File: src/rtl/conv_encoder_framer_pkg.sv
// Shared definitions for the rate-1/2 convolutional encoder and its decoder.
// Both sides use these generator defaults and this parity helper, so the
// encoder and decoder always agree on the code polynomials.
package conv_encoder_framer_pkg;

  localparam int         K_DEF  = 3;
  localparam logic [2:0] G1_DEF = 3'b111;  // octal 7
  localparam logic [2:0] G0_DEF = 3'b101;  // octal 5

  typedef enum logic [1:0] {
    IDLE,
    DATA,
    TAIL
  } enc_state_t;

  // XOR-reduce of the tapped register bits; callers mask with the generator.
  function automatic logic parity(input logic [7:0] v);
    return ^v;
  endfunction

endpackage

File: src/rtl/conv_encoder_framer_if.sv
// Handshake/stream bundle between the bit source, the encoder and the
// channel stage.
//   enable_i, d_in, abort_i : source -> encoder
//   ready_o                 : encoder accepts d_in this cycle
//   valid_o, d_out          : coded symbol {G1 parity, G0 parity}
//   sof_o, eof_o            : frame delimiters, qualified by valid_o
//   frame_ct_o              : completed-frame counter
interface conv_encoder_framer_if #(
  parameter int CT_W = 16
);
  logic            enable_i;
  logic            d_in;
  logic            abort_i;
  logic            ready_o;
  logic            valid_o;
  logic [1:0]      d_out;
  logic            sof_o;
  logic            eof_o;
  logic [CT_W-1:0] frame_ct_o;

  modport master (
    output enable_i, d_in, abort_i,
    input  ready_o, valid_o, d_out, sof_o, eof_o, frame_ct_o
  );

  modport slave (
    input  enable_i, d_in, abort_i,
    output ready_o, valid_o, d_out, sof_o, eof_o, frame_ct_o
  );
endinterface

File: src/rtl/conv_encoder_framer_core.sv
// Shift register and generator parity of the convolutional encoder.
// Ports:
//   clk     : clock
//   bit_i   : current input bit (forced 0 by the caller during the tail)
//   load    : shift bit_i into the register this cycle
//   clear   : synchronous clear of the register
//   symbol  : combinational {G1 parity, G0 parity} of {bit_i, state}
module conv_encoder_framer_core
  import conv_encoder_framer_pkg::*;
#(
  parameter int           K  = K_DEF,
  parameter logic [K-1:0] G1 = G1_DEF,
  parameter logic [K-1:0] G0 = G0_DEF
) (
  input  logic       clk,
  input  logic       bit_i,
  input  logic       load,
  input  logic       clear,
  output logic [1:0] symbol
);

  // state[K-2] is the most recent past bit, state[0] the oldest.
  logic [K-2:0] state;
  logic [K-1:0] sr;

  assign sr     = {bit_i, state};
  assign symbol = {parity(8'(sr & G1)), parity(8'(sr & G0))};

  always_ff @(posedge clk) begin
    if (clear) begin
      state <= '0;
    end else if (load) begin
      state <= {bit_i, state[K-2:1]};
    end
  end

endmodule

File: src/rtl/conv_encoder_framer.sv
// Rate-1/2 convolutional encoder with framing. Collects FRAME_LEN data bits
// per frame (or fewer when aborted), then appends K-1 zero tail bits so the
// decoder's trellis terminates in state 0.
// Ports:
//   clk  : clock, all logic on posedge
//   rst  : synchronous reset, active-low
//   bus  : slave side of conv_encoder_framer_if (input bits, coded symbols,
//          sof/eof flags, ready, completed-frame counter)
module conv_encoder_framer
  import conv_encoder_framer_pkg::*;
#(
  parameter int           K         = K_DEF,
  parameter logic [K-1:0] G1        = G1_DEF,
  parameter logic [K-1:0] G0        = G0_DEF,
  parameter int           FRAME_LEN = 256,
  parameter int           CT_W      = 16
) (
  input  logic                 clk,
  input  logic                 rst,
  conv_encoder_framer_if.slave bus
);

  localparam int BCW = $clog2(FRAME_LEN + 1);
  localparam int TCW = $clog2(K);

  enc_state_t      fsm;
  logic [BCW-1:0]  bit_ct;
  logic [TCW-1:0]  tail_ct;
  logic [CT_W-1:0] frame_ct;

  logic            in_tail;
  logic            abort_hit;
  logic            accept;
  logic            core_bit;
  logic            core_load;
  logic [1:0]      symbol;

  logic            vld_p1;
  logic            sof_p1;
  logic            eof_p1;
  logic [1:0]      sym_p1;

  // Abort only matters inside a frame, and it takes priority over a bit
  // presented in the same cycle.
  assign in_tail   = (fsm == TAIL);
  assign abort_hit = (fsm == DATA) && bus.abort_i;
  assign accept    = bus.enable_i && !in_tail && !abort_hit;
  assign core_bit  = in_tail ? 1'b0 : bus.d_in;
  assign core_load = accept || in_tail;

  conv_encoder_framer_core #(
    .K  (K),
    .G1 (G1),
    .G0 (G0)
  ) u_core (
    .clk    (clk),
    .bit_i  (core_bit),
    .load   (core_load),
    .clear  (!rst),
    .symbol (symbol)
  );

  // ---- stage p1: framing FSM and registered symbol outputs
  always_ff @(posedge clk) begin
    if (!rst) begin
      fsm      <= IDLE;
      bit_ct   <= '0;
      tail_ct  <= '0;
      frame_ct <= '0;
      vld_p1   <= 1'b0;
      sof_p1   <= 1'b0;
      eof_p1   <= 1'b0;
      sym_p1   <= 2'b00;
    end else begin
      vld_p1 <= core_load;
      sof_p1 <= 1'b0;
      eof_p1 <= 1'b0;
      if (core_load) begin
        sym_p1 <= symbol;
      end
      case (fsm)
        IDLE: begin
          if (accept) begin
            sof_p1  <= 1'b1;
            bit_ct  <= BCW'(1);
            tail_ct <= '0;
            fsm     <= (FRAME_LEN == 1) ? TAIL : DATA;
          end
        end
        DATA: begin
          if (bus.abort_i) begin
            tail_ct <= '0;
            fsm     <= TAIL;
          end else if (accept) begin
            if (bit_ct == BCW'(FRAME_LEN - 1)) begin
              tail_ct <= '0;
              fsm     <= TAIL;
            end else begin
              bit_ct <= bit_ct + 1'b1;
            end
          end
        end
        TAIL: begin
          // The last tail symbol flushes the register back to state 0.
          if (tail_ct == TCW'(K - 2)) begin
            eof_p1   <= 1'b1;
            frame_ct <= frame_ct + 1'b1;
            bit_ct   <= '0;
            fsm      <= IDLE;
          end else begin
            tail_ct <= tail_ct + 1'b1;
          end
        end
        default: fsm <= IDLE;
      endcase
    end
  end

  assign bus.ready_o    = !in_tail;
  assign bus.valid_o    = vld_p1;
  assign bus.sof_o      = sof_p1;
  assign bus.eof_o      = eof_p1;
  assign bus.d_out      = sym_p1;
  assign bus.frame_ct_o = frame_ct;

endmodule
File: src/flat_wrapper.sv
// flat-port wrapper written by rule: the top's interface ports become plain ports
module conv_encoder_framer_flat import conv_encoder_framer_pkg::*;
#(
  parameter int           K         = K_DEF,
  parameter logic [K-1:0] G1        = G1_DEF,
  parameter logic [K-1:0] G0        = G0_DEF,
  parameter int           FRAME_LEN = 256,
  parameter int           CT_W      = 16
)
  (clk, rst, bus_enable_i, bus_d_in, bus_abort_i, bus_ready_o, bus_valid_o, bus_d_out, bus_sof_o, bus_eof_o, bus_frame_ct_o);
  conv_encoder_framer_if #(.CT_W(CT_W)) bus_i ();
  input  logic clk;
  input  logic rst;
  input wire logic [$bits(bus_i.enable_i)-1:0] bus_enable_i;
  input wire logic [$bits(bus_i.d_in)-1:0] bus_d_in;
  input wire logic [$bits(bus_i.abort_i)-1:0] bus_abort_i;
  output wire logic [$bits(bus_i.ready_o)-1:0] bus_ready_o;
  output wire logic [$bits(bus_i.valid_o)-1:0] bus_valid_o;
  output wire logic [$bits(bus_i.d_out)-1:0] bus_d_out;
  output wire logic [$bits(bus_i.sof_o)-1:0] bus_sof_o;
  output wire logic [$bits(bus_i.eof_o)-1:0] bus_eof_o;
  output wire logic [$bits(bus_i.frame_ct_o)-1:0] bus_frame_ct_o;
  assign bus_i.enable_i = bus_enable_i;
  assign bus_i.d_in = bus_d_in;
  assign bus_i.abort_i = bus_abort_i;
  assign bus_ready_o = bus_i.ready_o;
  assign bus_valid_o = bus_i.valid_o;
  assign bus_d_out = bus_i.d_out;
  assign bus_sof_o = bus_i.sof_o;
  assign bus_eof_o = bus_i.eof_o;
  assign bus_frame_ct_o = bus_i.frame_ct_o;
  conv_encoder_framer #(.K(K), .G1(G1), .G0(G0), .FRAME_LEN(FRAME_LEN), .CT_W(CT_W)) u_core (.clk(clk), .rst(rst), .bus(bus_i));
endmodule
File: config.mk
export PLATFORM = sky130hd
export DESIGN_NAME = conv_encoder_framer_flat
export DESIGN_NICKNAME = d
export VERILOG_FILES = /design/src/rtl/conv_encoder_framer_pkg.sv /design/src/rtl/conv_encoder_framer_if.sv /design/src/rtl/conv_encoder_framer_core.sv /design/src/rtl/conv_encoder_framer.sv /design/src/flat_wrapper.sv
export SDC_FILE = /design/constraint.sdc
export NUM_CORES = 1
export LEC_CHECK = 0
export ABC_CLOCK_PERIOD_IN_PS = 4000
export BUFFER_PORTS_ARGS = -buffer_cell sky130_fd_sc_hd__buf_2
export CAP_MARGIN = 20
export CORE_ASPECT_RATIO = 1.5
export CORE_MARGIN = 1
export CORE_UTILIZATION = 60
export CTS_CLUSTER_DIAMETER = 200
export CTS_CLUSTER_SIZE = 16
export DETAILED_ROUTE_END_ITERATION = 6
export HOLD_SLACK_MARGIN = 0.06
export PLACE_DENSITY = 0.79
export SETUP_SLACK_MARGIN = 0.15
export SYNTH_ARGS = -nofsm -noshare
export SYNTH_HDL_FRONTEND = slang
export SYNTH_HIERARCHICAL = 1
export SYNTH_SLANG_ARGS = --single-unit
File: constraint.sdc
create_clock -name clk -period 4 [get_ports clk]
set_input_delay 0.4 -clock clk [delete_from_list [all_inputs] [get_ports clk]]
set_output_delay 0.4 -clock clk [all_outputs]
set_load 0.02 [all_outputs]
==> results_dict.tcl <==
set metrics [dict create \
    cts_setup_buffers 0 \
    drtAntennaViolNets 0 \
    path_cells "ha_1, nand3_1, nor2_1, and3_1, ha_1, or4b_4, a21o_1, nor3_1, mux2i_1" \
    drt_iter0_drc 68 \
    ys_warn_count 6 \
    clockBufferDepth 2 \
    drv_slew 0 \
    fin_crit_sh_pct 67.7 \
    grt_busiest_layer "met2" \
    clockRootBuffer "clkbuf_8" \
    nFillCells 260 \
    drv_cap 0 \
    clock-sinks 36 \
    worst_slew_pin_slew_ps 759 \
    finClkSkew_ps 5.52 \
    grtUsageMet3_pct 8.79 \
    slowest_delay_ps 560 \
    start_util_pct 63.2 \
    drt-vias-per-instance 5.96 \
    worst-endpoint-required_ps 4210 \
    hp-class "register to register" \
    synthCells 217 \
    p_leak_uw 0.000895 \
    placed_cells 275 \
    met1_usage_pct 30.5 \
    end_kind "register" \
    post_synth.cell_area_avg_um2 8.57 \
    syn2layout_area_growth_pct 13.1 \
    grt_first_pass_wirelength_um 6920 \
    gp_congestion 0.887 \
    grt_use_total_pct 28.6 \
    diodes 0 \
    synth_edf_count 0 \
    final_cell_area_mm2 0.00210 \
    synthArstFlopShare_pct 0 \
    totalPowerFinal_uw 974 \
    port_buffers 26 \
    grt_overflow 0 \
    critPathTopFamily "simple AND/OR/NAND/NOR gates" \
    cts_tree "yes" \
    io_pins 27 \
    layout-drive-gt1-share_pct 15.6 \
    ctsResizeCount 0 \
    status "finished, final reports clean" \
    worstSetupPathType "register to register" \
    numCtsBuffers 5 \
    core-area_mm2 0.00294 \
    slowest_stage "or4b_4" \
    grt_pass1_vias 1585 \
    num_vias 1687 \
    clk_latency_ps 280 \
    ys_types 46 \
    postCtsHoldBufs 0 \
    tns_ps 0 \
    fp.dieW_um 47.5 \
    cp.arrival_ps 2920 \
    setup_violations 0 \
    syn_nets 232 \
    dpl_cell_area_mm2 0.00201 \
    slew_headroom_pct 49.3 \
    ys_ff_latch 36 \
    row_count 24 \
    grt_max_degree 25 \
    firstDrtPassIters 4 \
    die_area_mm2 0.00333 \
    routedWlPerCell_um 15.1 \
    crit_top_cell "ha_1" \
    ys_seq_area_share_pct 38.7 \
    crit_buf_inv 0 \
    ys.flop_type "dfxtp_1" \
    power.density_mw_per_mm2 463 \
    antenna_found_initial 0 \
    vdd.ir_drop.worst_mv 0.339 \
    rsz0062_at_grt "no" \
    dp_hpwl_um 3060 \
    grt_use_met2_pct 49.9 \
    htreeDepth 2 \
    clkTransAtPathRegs_ps 70 \
    cp-start-kind "register" \
    hold_viol 0 \
    drc 0 \
    wl_um 4260 \
    path_max_fanout 4 \
    fin_cells 283 \
    final_nets 258 \
    fin_crit_ps 2710 \
    fp.dieH_um 70.2 \
    synth_area_mm2 0.00186 \
    fmax_ghz 0.369 \
]
## per-stage QoR
stage	hold WS, ps	setup slack, ps	util [%]
global placement	456	1410	68.4
detailed placement	457	1360	68.4
finish	484	1290	71.5
floorplan	451	1540	-
CTS	479	1340	71.5
global route	500	1170	71.5
## where the power goes
| part | total, µW | switching (µW) | internal (µW) |
|---|---|---|---|
| clock network | 261 | 124 | 137 |
| registers | 410 | 22.9 | 387 |
| logic | 303 | 193 | 110 |
| total | 974 | 340 | 634 |
## state kept, by name (all words and copies together), names as in the netlist
name,cells
u_core/fsm,2
u_core/tail_ct,2
u_core/bus.eof_o,1
u_core/bit_ct,9
u_core/u_core/state,2
u_core/bus.valid_o,1
u_core/bus.d_out,2
u_core/bus.sof_o,1
u_core/bus.frame_ct_o,16
## worst reg2reg max path, delay by kind of cell (launching register included)
kind,cells,cell delay [ps]
muxes,1,230
DFF,1,330
and+or+nand+nor,5,1390
adders and majority gates,2,440
AOI/OAI and AO/OA,1,240
## cells in the mapped netlist (3+ instances only)
cell,number,area share [%]
xnor2_1,6,2.8
nand3_1,11,3.0
nor2b_1,4,1.3
nand2b_1,4,1.3
nand4_1,7,2.4
o21ai_0,3,0.81
xor2_1,6,2.8
a21oi_1,9,2.4
nor3_1,7,1.9
inv_1,10,2.0
and3_1,4,1.3
nor4_1,5,1.7
mux2i_1,9,4.8
o31ai_1,3,1.2
dfxtp_1,36,39
nor2_1,22,4.4
clkbuf_1,5,1.0
ha_1,10,6.7
nand2_1,23,4.6
## final cells by class
cell class                      instances  area (µm²)  share of cell area, %
Tap cell                               39        48.8                   2.32
Multi-Input combinational cell        164        1070                   51.1
Timing Repair Buffer                   26         130                   6.18
Sequential cell                        36         721                   34.2
Inverter                               10        37.5                   1.78
Clock buffer                            6        82.6                   3.92
Clock inverter                          2        10.0                  0.476
## path summary, 6_finish.rpt
path,end,cells after the start,from,slack (ps)
max reg2reg,u_core/bit_ct[1]$_SDFFE_PN0P_,9,u_core/bit_ct[0]$_SDFFE_PN0P_,1290
min,u_core/bus.frame_ct_o[15]$_SDFFE_PN0P_,2,u_core/bus.frame_ct_o[15]$_SDFFE_PN0P_,480
max,u_core/bit_ct[1]$_SDFFE_PN0P_,9,u_core/bit_ct[0]$_SDFFE_PN0P_,1290
min reg2reg,u_core/bus.frame_ct_o[15]$_SDFFE_PN0P_,2,u_core/bus.frame_ct_o[15]$_SDFFE_PN0P_,480
## cells in the final DEF, fill, tap and decap left out, drive strengths merged, types with 2 or more instances in the layout
| master | Yosys | layout |
|---|---|---|
| nand3 | 11 | 11 |
| and2 | 2 | 2 |
| nor2 | 22 | 22 |
| nand4 | 7 | 7 |
| nand2b | 4 | 4 |
| or3 | 2 | 2 |
| nor3b | 3 | 3 |
| inv | 10 | 10 |
| buf | 2 | 26 |
| o22a | 2 | 2 |
| nand2 | 23 | 23 |
| nor4 | 5 | 5 |
| dfxtp | 36 | 36 |
| o31ai | 3 | 3 |
| a21oi | 9 | 9 |
| clkinv | 0 | 2 |
| xnor2 | 6 | 6 |
| or4 | 3 | 3 |
| nor2b | 4 | 4 |
| nor3 | 7 | 7 |
| clkbuf | 5 | 6 |
| xor2 | 6 | 6 |
| ha | 10 | 10 |
| o21ai | 3 | 3 |
| mux2i | 9 | 9 |
| a211o | 2 | 2 |
| and3 | 4 | 4 |
## routing by layer
layer	vias to the layer above	share of wire, %
li1	824	-
met1	805	41
met2	52	53
met3	6	4.6
met4	0	1.2
met5	-	0
## kinds of logic after synthesis
group           after synthesis  share of synthesized area, %
compound gates               31                          11.9
xor+xnor                     12                          5.65
fa+ha+maj                    10                          6.72
buf+inv                      17                          3.50
flops                        36                          38.7
mux                           9                          4.84
simple gates                102                          28.6
(Power assumes the default switching activity.)
